<file path="config.mk">
export PLATFORM = sky130hd
export DESIGN_NAME = sram_arbiter
export DESIGN_NICKNAME = d
export VERILOG_FILES = /design/src/rtl/sram_arb_pkg.sv /design/src/rtl/rr_arbiter2.sv /design/src/rtl/sram_arbiter.sv
export SDC_FILE = /design/constraint.sdc
export NUM_CORES = 1
export LEC_CHECK = 0
export ABC_AREA = 1
export CAP_MARGIN = 0
export CORE_ASPECT_RATIO = 1.2
export CORE_MARGIN = 10
export CORE_UTILIZATION = 38
export DETAILED_ROUTE_END_ITERATION = 10
export PLACE_DENSITY = 0.78
export RECOVER_POWER = 25
export SETUP_SLACK_MARGIN = 0.15
export SYNTH_ARGS = -nofsm -noshare
export SYNTH_HDL_FRONTEND = slang
export SYNTH_SLANG_ARGS = --single-unit
</file>
<file path="constraint.sdc">
create_clock -name clk -period 1.4 [get_ports clk]
set_clock_uncertainty 0.1 [all_clocks]
set_input_delay 0.28 -clock clk [delete_from_list [all_inputs] [get_ports clk]]
set_output_delay 0.28 -clock clk [all_outputs]
set_load 0.05 [all_outputs]
</file>
<file path="src/rtl/sram_arb_pkg.sv">
// Shared definitions for the two-master asynchronous SRAM arbiter:
// FSM state encoding, master indices and timing defaults.
package sram_arb_pkg;

    localparam logic [2:0] ST_IDLE     = 3'd0;
    localparam logic [2:0] ST_RD       = 3'd1;
    localparam logic [2:0] ST_WR_SETUP = 3'd2;
    localparam logic [2:0] ST_WR_PULSE = 3'd3;
    localparam logic [2:0] ST_WR_HOLD  = 3'd4;
    localparam logic [2:0] ST_ACK      = 3'd5;

    typedef enum logic [2:0] {
        StIdle    = ST_IDLE,
        StRd      = ST_RD,
        StWrSetup = ST_WR_SETUP,
        StWrPulse = ST_WR_PULSE,
        StWrHold  = ST_WR_HOLD,
        StAck     = ST_ACK
    } state_e;

    localparam logic M_CPU = 1'b0;
    localparam logic M_AUX = 1'b1;

    localparam int unsigned RD_CYCLES_DEF = 2;
    localparam int unsigned WR_CYCLES_DEF = 1;

endpackage

</file>
<file path="src/rtl/rr_arbiter2.sv">
// Two-way round-robin arbiter. On a tie the master that was not granted last wins;
// last grant resets to M_AUX so M_CPU wins the first tie.
module rr_arbiter2
    import sram_arb_pkg::*;
(
    input  logic       clk,
    input  logic       rst_n,
    input  logic [1:0] req_i,
    input  logic       update_i,
    output logic       gnt_valid_o,
    output logic       gnt_idx_o
);

    logic last_q;

    always_comb begin
        gnt_valid_o = |req_i;
        if (req_i == 2'b11) begin
            gnt_idx_o = ~last_q;
        end else if (req_i[1]) begin
            gnt_idx_o = M_AUX;
        end else begin
            gnt_idx_o = M_CPU;
        end
    end

    always_ff @(posedge clk or negedge rst_n) begin
        if (!rst_n) begin
            last_q <= M_AUX;
        end else if (update_i && gnt_valid_o) begin
            last_q <= gnt_idx_o;
        end
    end

endmodule

</file>
<file path="src/rtl/sram_arbiter.sv">
// Shares one asynchronous SRAM bank between two req/ack masters. All SRAM pins and
// acks are registered; the FSM sequences ce/oe/we timing for reads and writes.
module sram_arbiter
    import sram_arb_pkg::*;
#(
    parameter int unsigned ADDR_W    = 20,
    parameter int unsigned DATA_W    = 32,
    parameter int unsigned RD_CYCLES = RD_CYCLES_DEF,
    parameter int unsigned WR_CYCLES = WR_CYCLES_DEF
) (
    input  logic                  clk,
    input  logic                  rst_n,
    input  logic                  m0_req,
    input  logic                  m0_we,
    input  logic [ADDR_W-1:0]     m0_addr,
    input  logic [DATA_W-1:0]     m0_wdata,
    input  logic [DATA_W/8-1:0]   m0_be,
    output logic                  m0_ack,
    output logic [DATA_W-1:0]     m0_rdata,
    input  logic                  m1_req,
    input  logic                  m1_we,
    input  logic [ADDR_W-1:0]     m1_addr,
    input  logic [DATA_W-1:0]     m1_wdata,
    input  logic [DATA_W/8-1:0]   m1_be,
    output logic                  m1_ack,
    output logic [DATA_W-1:0]     m1_rdata,
    output logic [ADDR_W-1:0]     ram_addr,
    output logic [DATA_W/8-1:0]   ram_be_n,
    output logic                  ram_ce_n,
    output logic                  ram_oe_n,
    output logic                  ram_we_n,
    output logic [DATA_W-1:0]     ram_data_o,
    output logic                  ram_data_oe,
    input  logic [DATA_W-1:0]     ram_data_i
);

    localparam int unsigned BeW    = DATA_W / 8;
    localparam int unsigned MaxCyc = (RD_CYCLES > WR_CYCLES) ? RD_CYCLES : WR_CYCLES;
    localparam int unsigned CntW   = (MaxCyc > 1) ? $clog2(MaxCyc) : 1;

    state_e            state_q;
    logic [CntW-1:0]   cnt_q;
    logic              owner_q;
    logic [ADDR_W-1:0] ram_addr_q;
    logic [BeW-1:0]    ram_be_n_q;
    logic              ram_ce_n_q;
    logic              ram_oe_n_q;
    logic              ram_we_n_q;
    logic [DATA_W-1:0] ram_data_q;
    logic              ram_data_oe_q;
    logic              m0_ack_q;
    logic              m1_ack_q;
    logic [DATA_W-1:0] m0_rdata_q;
    logic [DATA_W-1:0] m1_rdata_q;

    logic              gnt_valid;
    logic              gnt_idx;
    logic              sel_we;
    logic [ADDR_W-1:0] sel_addr;
    logic [DATA_W-1:0] sel_wdata;
    logic [BeW-1:0]    sel_be;

    rr_arbiter2 u_rr (
        .clk         (clk),
        .rst_n       (rst_n),
        .req_i       ({m1_req, m0_req}),
        .update_i    (state_q == StIdle),
        .gnt_valid_o (gnt_valid),
        .gnt_idx_o   (gnt_idx)
    );

    always_comb begin
        sel_we    = (gnt_idx == M_AUX) ? m1_we    : m0_we;
        sel_addr  = (gnt_idx == M_AUX) ? m1_addr  : m0_addr;
        sel_wdata = (gnt_idx == M_AUX) ? m1_wdata : m0_wdata;
        sel_be    = (gnt_idx == M_AUX) ? m1_be    : m0_be;
    end

    // Outputs are loaded with the values for the state being entered, so every pin
    // changes on the same edge as the state register.
    always_ff @(posedge clk or negedge rst_n) begin
        if (!rst_n) begin
            state_q       <= StIdle;
            cnt_q         <= '0;
            owner_q       <= M_CPU;
            ram_addr_q    <= '0;
            ram_be_n_q    <= '1;
            ram_ce_n_q    <= 1'b1;
            ram_oe_n_q    <= 1'b1;
            ram_we_n_q    <= 1'b1;
            ram_data_q    <= '0;
            ram_data_oe_q <= 1'b0;
            m0_ack_q      <= 1'b0;
            m1_ack_q      <= 1'b0;
            m0_rdata_q    <= '0;
            m1_rdata_q    <= '0;
        end else begin
            m0_ack_q <= 1'b0;
            m1_ack_q <= 1'b0;
            unique case (state_q)
                StIdle: begin
                    if (gnt_valid) begin
                        owner_q    <= gnt_idx;
                        cnt_q      <= '0;
                        ram_addr_q <= sel_addr;
                        ram_be_n_q <= ~sel_be;
                        ram_ce_n_q <= 1'b0;
                        if (sel_we) begin
                            ram_data_q    <= sel_wdata;
                            ram_data_oe_q <= 1'b1;
                            state_q       <= StWrSetup;
                        end else begin
                            ram_oe_n_q <= 1'b0;
                            state_q    <= StRd;
                        end
                    end
                end
                StRd: begin
                    if (cnt_q == CntW'(RD_CYCLES - 1)) begin
                        if (owner_q == M_AUX) begin
                            m1_rdata_q <= ram_data_i;
                        end else begin
                            m0_rdata_q <= ram_data_i;
                        end
                        ram_ce_n_q <= 1'b1;
                        ram_oe_n_q <= 1'b1;
                        ram_be_n_q <= '1;
                        m0_ack_q   <= (owner_q == M_CPU);
                        m1_ack_q   <= (owner_q == M_AUX);
                        state_q    <= StAck;
                    end else begin
                        cnt_q <= cnt_q + 1'b1;
                    end
                end
                StWrSetup: begin
                    ram_we_n_q <= 1'b0;
                    cnt_q      <= '0;
                    state_q    <= StWrPulse;
                end
                StWrPulse: begin
                    if (cnt_q == CntW'(WR_CYCLES - 1)) begin
                        ram_we_n_q <= 1'b1;
                        state_q    <= StWrHold;
                    end else begin
                        cnt_q <= cnt_q + 1'b1;
                    end
                end
                StWrHold: begin
                    ram_ce_n_q    <= 1'b1;
                    ram_be_n_q    <= '1;
                    ram_data_oe_q <= 1'b0;
                    m0_ack_q      <= (owner_q == M_CPU);
                    m1_ack_q      <= (owner_q == M_AUX);
                    state_q       <= StAck;
                end
                // Turnaround cycle: pins idle, no grant.
                StAck: begin
                    state_q <= StIdle;
                end
                default: begin
                    state_q <= StIdle;
                end
            endcase
        end
    end

    assign ram_addr    = ram_addr_q;
    assign ram_be_n    = ram_be_n_q;
    assign ram_ce_n    = ram_ce_n_q;
    assign ram_oe_n    = ram_oe_n_q;
    assign ram_we_n    = ram_we_n_q;
    assign ram_data_o  = ram_data_q;
    assign ram_data_oe = ram_data_oe_q;
    assign m0_ack      = m0_ack_q;
    assign m1_ack      = m1_ack_q;
    assign m0_rdata    = m0_rdata_q;
    assign m1_rdata    = m1_rdata_q;

endmodule

</file>
---- After elaboration in Yosys (flattened, before gate mapping) ----
Cells that the tools add are included.
operators by class
  add/sub/neg operators ................... 1
  equal/unequal tests ..................... 10
  mux-type cells .......................... 32
  bitwise gates (word level) .............. 3
  reduce and logical (&&, ||, !) cells .... 18
operator list
  cell                                           number
  2-to-1 mux 32 bit                              1
  2-to-1 mux 20 bit                              1
  AND reduction 3 bit                            6
  one-hot mux 3 bit (5 select lines)             1
  2-to-1 mux 1 bit                               14
  2-to-1 mux 4 bit                               3
  one-hot mux 4 bit (3 select lines)             1
  inequality test 2 bit, second input constant   5
  one-hot mux 1 bit (2 select lines)             5
  2-to-1 mux 3 bit                               3
  == test 3 x 2 -> 1 bit, second input constant  2
  AND reduction 2 bit                            3
  nonzero test 2 bit                             3
  NOT 4 bit                                      1
  one-hot mux 1 bit (4 select lines)             1
  AND reduction 4 bit                            1
  nonzero test 4 bit                             1
  == test 3 x 1 -> 1 bit, second input constant  1
  == test 3 bit, second input constant           1
  zero test 3 bit                                1
  one-hot mux 1 bit (3 select lines)             1
  nonzero test 3 bit                             1
  == test 2 bit, second input constant           1
  2-to-1 mux 2 bit                               1
  other kinds (4)                                5
word-level totals
  bits in registers ....................... 132
  input bits .............................. 150
  output and inout port bits .............. 126
  word-level logic and storage cells ...... 79

---- Longest topological paths before layout ----
Gate-level depths: netlist (run 1).
  word-level depth ........................ 6
  mapped depth ............................ 9
  depth with buffers taken out ............ 8

---- Cells and area by module ----
Synthesis (run 1) repeated with hierarchy kept, for this count alone.
unflattened totals
  cell total of the unflattened synthesis .. 595
  area total of the unflattened synthesis .. 5875.6 um2
modules (own cells, without submodules)
  module        instances  cells an instance  area an instance (um2)  seq. area each (um2)
  sram_arbiter  1          587                5815.6                  3286.9
  rr_arbiter2   1          8                  60.1                    26.3

---- Worst setup path after synthesis (run 1) ----
OpenSTA, ideal clock, no wires.
  path type ............................... reg2reg
  start point ............................. register u_rr.last_q
  end point ............................... register ram_data_q[10] (netlist: ram_data_o[10])
  library setup time ...................... 0.118 ns
  data arrival time ....................... 1.283 ns
  required time ........................... 1.182 ns
  setup slack ............................. -0.101 ns
  cell stages (with the launch flop) ...... 9
  buffers on the path ..................... 1
  clock period less this slack ............ 1.501 ns
  path through ............................ dfstp_2 nand2_1 nand2_1 nand2_1 nand2_1 nand2_2 buf_2 nand2_1 nand2_1
between the ends
  cells in the longest elaborated chain, start to end .. 4
  elaborated cells between the ends (all ways) .. 5
  classes of those cells .................. 3 x mux; 1 x bitwise; 1 x reduce/logical
ends and longest elaborated chain
  element                        RTL line             text
  from (decl)                    rr_arbiter2.sv:14    logic last_q;
  from (signal assigned)         rr_arbiter2.sv:31    last_q <= gnt_idx_o;
  NOT 1 bit (*)                  rr_arbiter2.sv:19    gnt_idx_o = ~last_q;
  2-to-1 mux 1 bit (*)           rr_arbiter2.sv:18    if (req_i == 2'b11) begin
  2-to-1 mux 1 bit               sram_arbiter.sv:73   sel_we = (gnt_idx == M_AUX) ? m1_we : m0_we;
  AND reduction 3 bit (no line)  --
  to (signal assigned)           sram_arbiter.sv:109  ram_data_q <= sel_wdata;
  to (decl)                      sram_arbiter.sv:49   logic [DATA_W-1:0] ram_data_q;
Mark *: on every way between the ends. The rest lies on a longest branch, timed or not.
A chain may end at the register's enable or synchronous reset.

---- Worst setup path in the final report (run 1) ----
  start point ............................. register state_q[0]
  end point ............................... register m0_rdata_q[13] (netlist: m0_rdata[13])
between the ends
  cells in the longest elaborated chain, start to end .. 2
ends and longest elaborated chain
  element                        RTL line             text
  from (decl)                    sram_arbiter.sv:41   state_e state_q;
  from (signal assigned)         sram_arbiter.sv:83   state_q <= StIdle;
  from (signal assigned)         sram_arbiter.sv:111  state_q <= StWrSetup;
  from (signal assigned)         sram_arbiter.sv:114  state_q <= StRd;
  == test 3 x 1 -> 1 bit         sram_arbiter.sv:100  unique case (state_q)
  AND reduction 3 bit (no line)  --
  to (signal assigned)           sram_arbiter.sv:123  m0_rdata_q <= ram_data_i;
  to (decl)                      sram_arbiter.sv:53   logic [DATA_W-1:0] m0_rdata_q;
Every way passes these cells.

==> results of run 1 <==
## timing repair
item                       CTS  global route
setup endpoints to repair  256           258
hold buffers                 1             0
gates resized for setup     82            71
pin swaps                    4            13
gates cloned                14             7
hold endpoints to repair   110             0
setup buffers               13            45
## cell usage in the layout (no fill, tap or decap), types with 3 or more instances in the layout
cell | Yosys | layout
dfrtp_1 | 124 | 114
inv_2 | 1 | 4
bufbuf_16 | 0 | 3
nand2_1 | 297 | 265
clkinv_4 | 0 | 3
nand3_4 | 0 | 4
o21ai_2 | 41 | 71
nand2_2 | 2 | 15
nor2_4 | 2 | 4
clkdlybuf4s50_1 | 0 | 148
buf_6 | 12 | 8
nor2_1 | 26 | 26
buf_12 | 0 | 141
buf_4 | 3 | 70
inv_6 | 0 | 6
nand3_2 | 1 | 12
nand2_4 | 2 | 20
buf_8 | 0 | 3
clkbuf_16 | 0 | 24
nand3_1 | 44 | 29
dfstp_2 | 8 | 8
inv_1 | 44 | 40
dfrtp_2 | 0 | 10
buf_16 | 0 | 12
o21ai_1 | 48 | 35
## cells in the mapped netlist, drive strengths merged
| master | count | area share |
|---|---|---|
| dfstp | 8 | 0.035 |
| clkbuf | 4 | 0.0025 |
| a21oi | 3 | 0.0025 |
| dfrtp | 124 | 0.52 |
| inv | 45 | 0.028 |
| nor3 | 1 | 0.00084 |
| nand4 | 1 | 0.0010 |
| buf | 33 | 0.041 |
| nand3 | 45 | 0.038 |
| nor2 | 31 | 0.023 |
| o21ai | 108 | 0.12 |
| nand2 | 301 | 0.19 |
## power by group through the flow
stage,combinational [mW],sequential (mW),clock (mW)
final,22.9,8.01,4.59
after global routing,23.9,8.18,4.82
after CTS,21.0,7.89,4.58
after detailed placement,19.6,7.87,0
after global placement,19.3,7.78,0
after floorplan,3.87,13.0,0
## kinds of logic (layout without fill, tap and decap cells)
logic type / after synthesis / count (layout) / synth area share
AND/OR/NAND/NOR: 379 / 379 / 0.256
AO/OA/AOI/OAI: 111 / 111 / 0.119
buffers and inverters: 82 / 472 / 0.0721
flip-flops: 132 / 132 / 0.554
## metrics by stage
step | TNS (ns) | hold WS (ns)
after global routing | -26.56 | 0.346
after CTS | -9.89 | 0.217
final | -14.00 | 0.334
after global placement | -18.54 | 0.0879
after floorplan | -0.0325 | -0.116
after detailed placement | -21.95 | 0.0914
## final timing paths
kind                                startpoint            to  slack [ns]  cells after the start
max in group asynchronous                rst_n    state_q[0]       -0.02                      3
worst max-delay path                state_q[0]  m0_rdata[13]       -0.17                      7
worst max register to register      state_q[0]  m0_rdata[13]       -0.17                      7
min in group asynchronous                rst_n   m0_rdata[7]        0.43                      2
worst min register to register     u_rr.last_q   u_rr.last_q        0.39                      2
worst min-delay path            ram_data_i[24]  m1_rdata[24]        0.33                      3
## flip-flops by register name, indices dropped and copies added, names as in the netlist, 3 cells and up
name,count
ram_addr,20
ram_data_o,32
m0_rdata,32
ram_be_n,4
state_q,3
m1_rdata,32
## final cells by class
type | instances | area share
multi-input cells | 490 | 0.211
clock inverters | 15 | 0.0135
well taps | 208 | 0.0206
clock buffers | 17 | 0.0337
flip-flops and latches | 132 | 0.264
inverters | 45 | 0.0147
repair buffers | 395 | 0.443
## tightest hold or removal path, stage by stage
cell and delay (ns):
clkdlybuf4s50_1 0.39, inv_1 0.08, o21ai_2 0.06
## per-layer routing
| layer | GRT usage | vias to the layer above |
|---|---|---|
| met1 | 0.234 | 3224 |
| met5 | 0 | - |
| met3 | 0.0829 | 64 |
| met2 | 0.402 | 316 |
| met4 | 0.0955 | 0 |
| li1 | - | 3008 |
==> impl_metrics.toml, run 1 <==
[outcome]
outcome = "finished, violations left"
violations = "setup timing"

[layout]
drive_gt1_frac = 0.394
multi_input_area_um2 = 2670
seqCellArea_um2 = 3330
diodes = 0
design_area_um2 = 12600
utilization = 0.813
fillers = 863
synthToLayoutAreaGrowth_pct = 111
fin_cells = 1302
fin_nets = 1231

[setup_path]
path_max_fanout = 10
worst-endpoint-arrival_ns = 1.78
crit_family = "simple AND/OR/NAND/NOR gates"
slowest_delay_ns = 0.39
endpoint_kind = "flop"
start_kind = "flop"
crit_type = "reg2reg"
path_cells = "buf_4, nand3_4, nor2_4, nand2_4, bufbuf_16, nand2_1, o21ai_1"
cp_data_required_time_ns = 1.61
critPathBufInv = 2
cpMaxStageDelayCell = "dfrtp_2"

[power]
ir_worst_vdd_uv = 1390
leakage_nw = 6.10
p_clk_frac = 0.129
total_power_mw = 35.5
p_int_mw = 19.5
powerDensity_nw_per_um2 = 2810
netSwitchingFraction = 0.450
power_switching_mw = 16.0
comb_power_share = 0.645
seqPwrFrac = 0.225

[clock_tree]
cts-buffers-inserted = 17
cts_tree = "done"
clk_pin_slew_ns = 0.07
cts_buffer_depth = 2
htreeDepth = 4
clkLatencyLatePin_ns = 0.42
clock_sinks = 132
cts_root_buffer = "clkbuf_16"

[global_route]
antenna_found_initial = 0
grt_usage = 0.226
grt_pass1_vias = 6835
grt_overflow = 0
grt_start_max_net_pins = 36
grt_pass1_wl_um = 37000

[place]
place_area_um2 = 10500
place_congestion = 0.815
dp_cells = 1190
portBuffers = 275
place_ws_ns = -0.365
hpwl_um = 16000

[floorplanning]
die-width_um = 135
initial_core_util = 0.386
io_pins = 276
dieArea_um2 = 21200
die_h_um = 157
row_count = 50
core_area_um2 = 15500

[sta]
finalWorstSetupSlack_ns = -0.170
setup_violations = 143
final_max_slew_viol_count = 0
max_freq_mhz = 637
fin_crit_ns = 1.57
rsz0062_at_grt = "true"
fin_crit_sh = 1.12
hold_viol = 0
worst_pin_slew_ns = 0.868
slew_headroom = 0.421

[route]
top_layer = "met4"
viasPerCell = 5.08
wl_met1_um = 9830
dr_wl_met2_um = 14400
dr_total_vias = 6612
wl_per_cell_um = 20.8
route.met3.wl_um = 2030
first_iter_violations = 429
route.detailed.drc = 0
firstDrtPassIters = 5
routed_wl_um = 27100
ant_nets = 0

[yosys]
ys_seq_area_frac = 0.554
ys_ff_latch = 132
syn_area_um2 = 5980
yosys_warnings = 0
synth_cell_types = 22
netlist_instances = 704
synth_fp_nets = 854
syn_area_per_cell_um2 = 8.50

[flow_run]
maxCapViolations = 0

[hold_path]
hp-class = "in2reg"
Power figures use the tool's default switching activity.
==> run 2, diff against run 1 <==
--- a/config.mk
+++ b/config.mk
@@ -13,7 +13,6 @@
 export DETAILED_ROUTE_END_ITERATION = 10
 export PLACE_DENSITY = 0.78
 export RECOVER_POWER = 25
-export SETUP_SLACK_MARGIN = 0.15
 export SYNTH_ARGS = -nofsm -noshare
 export SYNTH_HDL_FRONTEND = slang
 export SYNTH_SLANG_ARGS = --single-unit
==> run 2 against run 1 <==
Effect of this change:
- the run still ends with setup timing left
- count of clock-buffer cells in the layout did not move
- die area did not move
- sequential cell count did not move
- critical path depth did not move
- first-iteration DRC count rose by 32%
- clock power rose by 6.8%
- global-route usage fell by 1.3 points
==> impl_metrics.toml, run 2 (synthesis gave the netlist of run 1 again) <==
[outcome]
outcome = "finished, violations left"
violations = "setup timing"

[global_route]
grt_pass1_wl_um = 35000
grt_overflow = 0
grt_pass1_vias = 6336
grt_start_max_net_pins = 47
antenna_found_initial = 1
grt_usage = 0.212

[layout]
final_common_cell = "nand2_1"
design_area_um2 = 13000
drive_gt1_frac = 0.450
synthToLayoutAreaGrowth_pct = 118
layout_common_cells = "nand2_1 (225), clkdlybuf4s50_1 (148), buf_12 (145), dfrtp_1 (92), o21ai_2 (72)"
fin_nets = 1235

[setup_path]
cp_data_required_time_ns = 1.60
crit_type = "reg2reg"
r2r_slack_ns = -0.20
endpoint_kind = "flop"
start_kind = "flop"
path_max_fanout = 11
worst-endpoint-arrival_ns = 1.81

[place]
place_congestion = 0.802
hpwl_um = 16800
portBuffers = 275
place_area_um2 = 10500
place_ws_ns = -0.460

[route]
viasPerCell = 5.28
route.detailed.drc = 0
first_iter_violations = 565
routed_wl_um = 31800
dr_total_vias = 6896
firstDrtPassIters = 6
ant_nets = 0
wl_per_cell_um = 24.3

[floorplanning]
dieArea_um2 = 21200
die_h_um = 157
row_count = 50
initial_core_util = 0.386
die-width_um = 135
io_pins = 276
core_area_um2 = 15500

[sta]
rsz0062_at_grt = "true"
fin_crit_ns = 1.60
worst_pin_slew_ns = 0.922
finalWorstSetupSlack_ns = -0.204
max_freq_mhz = 623
whs_ns = 0.360
setup_violations = 179
slew_headroom = 0.386
final_max_slew_viol_count = 0
hold_viol = 0
setup-tns-final_ns = -17.17
fin_crit_sh = 1.15

[clock_tree]
cts_root_buffer = "clkbuf_16"
clk_pin_slew_ns = 0.06
cts_buffer_depth = 2
cts-buffers-inserted = 17
htreeDepth = 4
clock_sinks = 132
clkLatencyLatePin_ns = 0.42
cts_tree = "done"

[power]
leakage_nw = 6.16
total_power_mw = 37.8
powerDensity_nw_per_um2 = 2900
ir_worst_vdd_uv = 1510

[hold_path]
hp-class = "in2reg"

[flow_run]
maxCapViolations = 0
[run 2: cell types whose count changed in the layout (fill, tap and decap cells not counted), sizes merged]
cell,change
bufinv,+2
buf,-7
inv,-5
bufbuf,-3
clkbuf,+13
nand2,+1
diode,+1
clkinv,+3
[run 2: path summary, 6_finish.rpt]
path                              from      endpoint  cells past startpoint
min in group asynchronous        rst_n   m0_rdata[3]                      2
setup / recovery           u_rr.last_q  ram_addr[14]                      7
max in group asynchronous        rst_n  m1_rdata[11]                      3
hold reg to reg            u_rr.last_q   u_rr.last_q                      2
setup reg to reg           u_rr.last_q  ram_addr[14]                      7
hold / removal             m1_addr[11]  ram_addr[11]                      3
[run 2: stage by stage]
stage / utilization / instances
2_1_floorplan: - / 704
3_3_place_gp: 0.676 / 1192
3_5_place_dp: 0.676 / 1192
4_1_cts: 0.736 / 1239
5_1_grt: 0.840 / 1306
6_report: 0.841 / 1307
[run 2: layer usage]
layer  vias up  GRT usage  wire length, um
li1       2992          -                -
met5         -          0                0
met3        90     0.0663             2730
met4         0     0.0789             1270
met2       409      0.379            16500
met1      3405      0.230            11200
[run 2: final cells by class]
| type | count | area [um2] |
|---|---|---|
| flip-flops and latches | 132 | 3350 |
| multi-input cells | 491 | 2960 |
| diodes | 1 | 2.50 |
| inverters | 45 | 183 |
| clock inverters | 15 | 204 |
| well taps | 208 | 260 |
| fillers | 725 | 2470 |
| clock buffers | 17 | 425 |
| repair buffers | 398 | 5660 |
[run 2: critical path, cell delays in order, from the launching register on]
cell and delay (ns):
dfstp_2 0.58, nand2_4 0.08, nand2_4 0.09, buf_8 0.13
inv_8 0.06, clkbuf_16 0.19, o21ai_2 0.16, o21ai_1 0.10
[run 2: what timing repair did]
item	4_1_cts	5_1_grt
setup buffers	10	42
setup endpoints to repair	138	189
hold buffers	1	0
pin swaps	0	6
cloned	4	26
resized for setup	49	208
endpoints found under the hold margin	120	0
[run 2: where the power goes]
part	switching (mW)	internal [mW]
Clock	1.90	3.00
Sequential	2.59	5.89
Combinational	12.8	11.6
Total	17.3	20.5
